===== src/rtl/spi_xfer_arbiter.sv =====
// rtl/spi_xfer_arbiter.sv - two-requester round-robin arbiter driving a memory-mapped SPI controller
module spi_xfer_arbiter #(
  parameter logic [9:0]  MODE_CFG = 10'h0D7,
  parameter logic [15:0] CLK_DIV  = 16'h0063,
  parameter int          TIMEOUT  = 1023
) (
  input  logic        CLK,
  input  logic        RESET,
  input  logic [1:0]  REQ,
  input  logic [7:0]  TX0,
  input  logic [7:0]  TX1,
  output logic [1:0]  GNT,
  output logic        DONE,
  output logic [7:0]  RX_DATA,
  output logic        ERR,
  output logic        BUSY,
  output logic        MST_CEn,
  output logic        MST_WEn,
  output logic [31:0] MST_ADDR,
  output logic [31:0] MST_WDATA,
  input  logic [31:0] MST_RDATA
);

  localparam logic [31:0] ADDR_SPCR = 32'h0000_0000;
  localparam logic [31:0] ADDR_SPSR = 32'h0000_0004;
  localparam logic [31:0] ADDR_DIV  = 32'h0000_000C;
  localparam logic [31:0] ADDR_TX   = 32'h0000_0010;
  localparam logic [31:0] ADDR_RX   = 32'h0000_0014;
  localparam logic [9:0]  TIMEOUT_CNT = 10'(TIMEOUT);

  typedef enum logic [3:0] {
    INIT_MODE,
    INIT_CLK,
    IDLE,
    XFER_WR,
    POLL,
    CHK,
    RD_RX,
    CAP,
    FIN
  } state_t;

  state_t      state;
  state_t      state_nxt;
  // Cleared by reset so the reset-following cycle shows idle outputs before INIT_MODE strobes.
  logic        started;
  // Index of the requester served most recently; reset to 1 so requester 0 wins first.
  logic        last_served;
  logic        pick;
  logic [9:0]  poll_cnt;
  logic        cen_nxt;
  logic        wen_nxt;
  logic [31:0] addr_nxt;
  logic [31:0] wdata_nxt;
  logic        unused_rdata;

  // Only the low byte carries RX data; bit 0 doubles as the SPSR ready flag.
  assign unused_rdata = ^MST_RDATA[31:8];

  // Round-robin choice: a lone requester wins, with two the one not served last wins.
  always_comb begin
    pick = 1'b0;
    case (REQ)
      2'b01:   pick = 1'b0;
      2'b10:   pick = 1'b1;
      2'b11:   pick = ~last_served;
      default: pick = 1'b0;
    endcase
  end

  // Next-state logic for the init / transfer / poll sequence.
  always_comb begin
    state_nxt = state;
    case (state)
      INIT_MODE: state_nxt = started ? INIT_CLK : INIT_MODE;
      INIT_CLK:  state_nxt = IDLE;
      IDLE:      state_nxt = (REQ != 2'b00) ? XFER_WR : IDLE;
      XFER_WR:   state_nxt = POLL;
      POLL:      state_nxt = CHK;
      CHK: begin
        if (MST_RDATA[0]) begin
          state_nxt = RD_RX;
        end else if (poll_cnt < TIMEOUT_CNT) begin
          state_nxt = POLL;
        end else begin
          state_nxt = FIN;
        end
      end
      RD_RX:     state_nxt = CAP;
      CAP:       state_nxt = FIN;
      FIN:       state_nxt = IDLE;
      default:   state_nxt = INIT_MODE;
    endcase
  end

  // Bus strobe for the state being entered, so registered bus outputs line up with the state.
  always_comb begin
    cen_nxt   = 1'b1;
    wen_nxt   = 1'b1;
    addr_nxt  = 32'h0;
    wdata_nxt = 32'h0;
    case (state_nxt)
      INIT_MODE: begin
        cen_nxt   = 1'b0;
        wen_nxt   = 1'b0;
        addr_nxt  = ADDR_SPCR;
        wdata_nxt = {22'b0, MODE_CFG};
      end
      INIT_CLK: begin
        cen_nxt   = 1'b0;
        wen_nxt   = 1'b0;
        addr_nxt  = ADDR_DIV;
        wdata_nxt = {16'b0, CLK_DIV};
      end
      XFER_WR: begin
        // Only reachable from IDLE, so the live TX of the winner is the byte latched here.
        cen_nxt   = 1'b0;
        wen_nxt   = 1'b0;
        addr_nxt  = ADDR_TX;
        wdata_nxt = {24'b0, (pick ? TX1 : TX0)};
      end
      POLL: begin
        cen_nxt  = 1'b0;
        addr_nxt = ADDR_SPSR;
      end
      RD_RX: begin
        cen_nxt  = 1'b0;
        addr_nxt = ADDR_RX;
      end
      default: begin
      end
    endcase
  end

  // State register, registered outputs, grant bookkeeping and result capture.
  always_ff @(posedge CLK) begin
    if (RESET) begin
      state       <= INIT_MODE;
      started     <= 1'b0;
      last_served <= 1'b1;
      poll_cnt    <= 10'd0;
      GNT         <= 2'b00;
      DONE        <= 1'b0;
      ERR         <= 1'b0;
      RX_DATA     <= 8'h00;
      BUSY        <= 1'b1;
      MST_CEn     <= 1'b1;
      MST_WEn     <= 1'b1;
      MST_ADDR    <= 32'h0;
      MST_WDATA   <= 32'h0;
    end else begin
      state     <= state_nxt;
      started   <= 1'b1;
      MST_CEn   <= cen_nxt;
      MST_WEn   <= wen_nxt;
      MST_ADDR  <= addr_nxt;
      MST_WDATA <= wdata_nxt;
      BUSY      <= (state_nxt != IDLE);
      DONE      <= (state_nxt == FIN);

      if (state == IDLE && state_nxt == XFER_WR) begin
        GNT         <= pick ? 2'b10 : 2'b01;
        last_served <= pick;
        poll_cnt    <= 10'd0;
      end else if (state == FIN) begin
        GNT <= 2'b00;
      end

      // Saturate so the count can never wrap below the timeout compare.
      if (state_nxt == POLL && poll_cnt != 10'h3FF) begin
        poll_cnt <= poll_cnt + 10'd1;
      end

      if (state == CAP) begin
        RX_DATA <= MST_RDATA[7:0];
        ERR     <= 1'b0;
      end else if (state == CHK && state_nxt == FIN) begin
        RX_DATA <= 8'h00;
        ERR     <= 1'b1;
      end
    end
  end

endmodule


===== config.mk =====
export PLATFORM = sky130hd
export DESIGN_NAME = spi_xfer_arbiter
export DESIGN_NICKNAME = d
export VERILOG_FILES = /design/src/rtl/spi_xfer_arbiter.sv
export SDC_FILE = /design/constraint.sdc
export NUM_CORES = 1
export LEC_CHECK = 0
export CORE_MARGIN = 5
export CORE_UTILIZATION = 41
export CTS_CLUSTER_SIZE = 28
export DETAILED_ROUTE_END_ITERATION = 10
export PLACE_DENSITY = 0.95
export SYNTH_ARGS = -nofsm -noshare
export SYNTH_HDL_FRONTEND = slang
export SYNTH_SLANG_ARGS = --single-unit
export TNS_END_PERCENT = 30

===== constraint.sdc =====
create_clock -name CLK -period 3.56 [get_ports CLK]
set_input_delay 0.712 -clock CLK [delete_from_list [all_inputs] [get_ports CLK]]
set_output_delay 0.712 -clock CLK [all_outputs]
set_load 0.01 [all_outputs]

==> metrics <==
status=complete, no violations; Hold Path Depth=2; final wirelength=~4800 um; vias per inst=about 4.7; CTS tree=done; # rows=27; DRT Pass-1 Iters=4; port buffer count=53; Hold WC Path Type=register to register; Net Switching=~0.00031 W; vias in the first global route=~1700; Post-synth EDFFs=0; syn_area_per_cell=just under 9 um^2; Hold Vio Cnt, Final=0; CP arrival=about 2.9 ns; Crit. path cell count=6; routed vias=between 1500 and 2000; global-route usage over all layers=13.4%; Rel. slew slack=approximately 54%; layout cells sized above 1=roughly 9.0%; diode count=0; Die ar.=7100 um^2; area of the multi-input gates=roughly 1200 um^2; kind of critical path=input pin to register; final worst path period share=between 70% and 80%; nets=364; Post-Syn Instances=around 260; Worst VDD drop=~0.37 mV; register area share after synthesis=37.2%; max cap viols=0; clock insertion delay at the later pin of the skew report=~0.30 ns; family with the most delay on the worst path=compound AO/OA/AOI/OAI gates; storage element area=about 840 um^2; Synth Area in XOR/XNOR=less than 1%; Max Clock Freq=around 0.38 GHz; crit path cell chain=clkdlybuf4s50_1 -> o21a_4 -> a221oi_4 -> and4_1 -> o21ai_0 -> a21oi_1; grt ovf=0; final cell count without fillers=roughly 380; logic gate share of total power=about 20%; combinational family with the most area after synthesis=simple AND/OR/NAND/NOR gates; Worst-Margin Slew=0.687 ns; clk sinks=42; crit path max-delay cell type=clkdlybuf4s50_1; P per Cell Area=about 430 nW/um^2; Routed Antenna Nets=0; H-Tree Depth=2; first-pass GRT wire length=approximately 8000 um; maximum clock insertion buffer count=2; Worst R2R Path Depth=6; most frequent cells in the layout=53 x conb_1, 53 x clkdlybuf4s50_1, 42 x dfxtp_1; die height=around 84 um; Pleak=between 1 and 1.5 nW; DRT iter0 DRCs=162; RSZ-0062 raised after global routing=false; hold_buf cts=0; cts bufs inserted=5; WL/cell=roughly 12 um; Top-Level Pins=approximately 130; antenna violations before repair=0; Core Region=between 5000 and 6000 um^2; crit-path max FO=11; fraction of registers with async set/reset=0%; sequential share of power=between 40% and 50%; mux cell area share after synthesis=3.54%; Cell Area, Synth=~2300 um^2; placed cells=roughly 380; CP required=roughly 3.8 ns; die width=84.2 um; switching share of power=25.9%; #FFs+latches synth=42; DR DRC count=0; Slew Limit Fails=0; clock root buffer=clkbuf_8; fillcell total=503; layout overhead on the synthesized area=23.9%; Buf/Inv on CP=1; Ys Warns=0; crit end category=register; Final setup viols=0; fin crit period=roughly 2.6 ns; post-CTS resize count=0; largest net degree at the start of global routing=18; clock power share=a little under two fifths; Post-Synth Simple-Gate Area=approximately 22%; library cells used by synthesis=around 50; gpl congestion=around 0.9; Post-CTS Setup Repair Bufs=0; startpoint types=input pin; DP Wirelength=~3700 um; setup_tns=0 ns; Worst Skew=approximately 0.0068 ns; largest stage delay on the critical path=~0.53 ns; Initial Util=41.5%; Int Pwr=0.000895 W; Compound-Gate Fraction of Synth Area=between 10% and 20%; Post-Synth Adder-Cell Area=0.554%; Top FF cell, synth=dfxtp_1; CTS clk-pin slew, worst paths=about 0.080 ns
## routing by layer
metal / share of wire [%] / global-route usage (%) / up-vias
li1: - / - / 889
met2: 47 / 22.0 / 83
met4: 1.7 / 5.26 / 0
met1: 41 / 15.6 / 824
met3: 11 / 5.10 / 7
met5: 0 / 0 / -
## power by group through the flow
| stage | clock, W | sequential [W] | combinational, W |
|---|---|---|---|
| global route | 0.000470 | 0.000518 | 0.000266 |
| global placement | 0 | 0.000524 | 0.000238 |
| detailed placement | 0 | 0.000525 | 0.000243 |
| finish | 0.000450 | 0.000514 | 0.000244 |
| floorplan | 0 | 0.000533 | 0.000180 |
| CTS | 0.000457 | 0.000514 | 0.000244 |
## logic make-up (layout without fill, tap and decap cells)
group | after synthesis | after routing
AND/OR/NAND/NOR | 93 | 93
buffers and inverters | 63 | 68
AO/OA/AOI/OAI | 45 | 45
flip-flops | 42 | 42
multiplexers | 8 | 8
XOR/XNOR | 2 | 2
adder cells (fa/ha/maj) | 1 | 1
other | 1 | 53
## worst reg2reg max path: cells and delay by family, from the launching register on
| kind | cells | cell delay [ns] |
|---|---|---|
| flip-flops | 1 | 0.56 |
| AO/OA/AOI/OAI | 4 | 0.97 |
| AND/OR/NAND/NOR | 2 | 0.62 |
## worst paths after layout
kind                                     to    startpoint  slack (ns)
worst max register to register  poll_cnt[6]      state[1]        1.35
worst min-delay path                 GNT[1]        GNT[1]        0.47
worst max-delay path            poll_cnt[6]  MST_RDATA[0]        0.95
worst min register to register       GNT[1]        GNT[1]        0.47
## synth_stat cells, types with 2 or more instances
master | count | area share, %
nand3_1 | 9 | 2.0
a31oi_1 | 5 | 1.4
a21oi_1 | 6 | 1.3
a22oi_1 | 8 | 2.7
nor2b_1 | 2 | 0.55
mux2i_1 | 8 | 3.5
and2_1 | 3 | 0.83
o21a_1 | 7 | 2.3
o21ai_0 | 7 | 1.6
inv_1 | 2 | 0.33
or3_1 | 5 | 1.4
buf_4 | 54 | 18
clkbuf_1 | 2 | 0.33
nor3_1 | 5 | 1.1
nor2_1 | 29 | 4.8
dfxtp_1 | 42 | 37
and2_2 | 2 | 0.66
xor2_1 | 2 | 0.78
buf_6 | 2 | 1.0
o2bb2ai_1 | 2 | 0.78
nor4_1 | 2 | 0.55
nand3b_1 | 2 | 0.66
nand4_1 | 3 | 0.83
nand2_1 | 19 | 3.2
## metrics by stage
| stage | worst slack [ns] | area (um^2) | hold slack [ns] | total power [W] | util (%) |
|---|---|---|---|---|---|
| after floorplan | 1.54 | 2450 | 0.433 | 0.000713 | - |
| after global placement | 0.699 | 2660 | 0.449 | 0.000762 | 48.9 |
| final | 0.946 | 2800 | 0.474 | 0.00121 | 51.5 |
| after CTS | 0.925 | 2800 | 0.477 | 0.00121 | 51.5 |
| after detailed placement | 0.628 | 2660 | 0.464 | 0.000768 | 48.9 |
| after global routing | 0.786 | 2800 | 0.515 | 0.00125 | 51.5 |
## state kept, by name (all words and copies together) (netlist names)
register     cells
last_served      1
state            4
MST_CEn          1
ERR              1
RX_DATA          8
GNT              2
started          1
MST_WEn          1
MST_ADDR         3
DONE             1
BUSY             1
poll_cnt        10
MST_WDATA        8
## layout make-up
class / count / area share, %
Tap cell: 72 / 3.22
Clock buffer: 5 / 2.46
Clock inverter: 3 / 2.46
Multi-Input combinational cell: 202 / 41.4
Timing Repair Buffer: 57 / 20.0
Sequential cell: 42 / 30.0
Inverter: 3 / 0.402
Note: power is estimated with default switching activity, not from simulation.
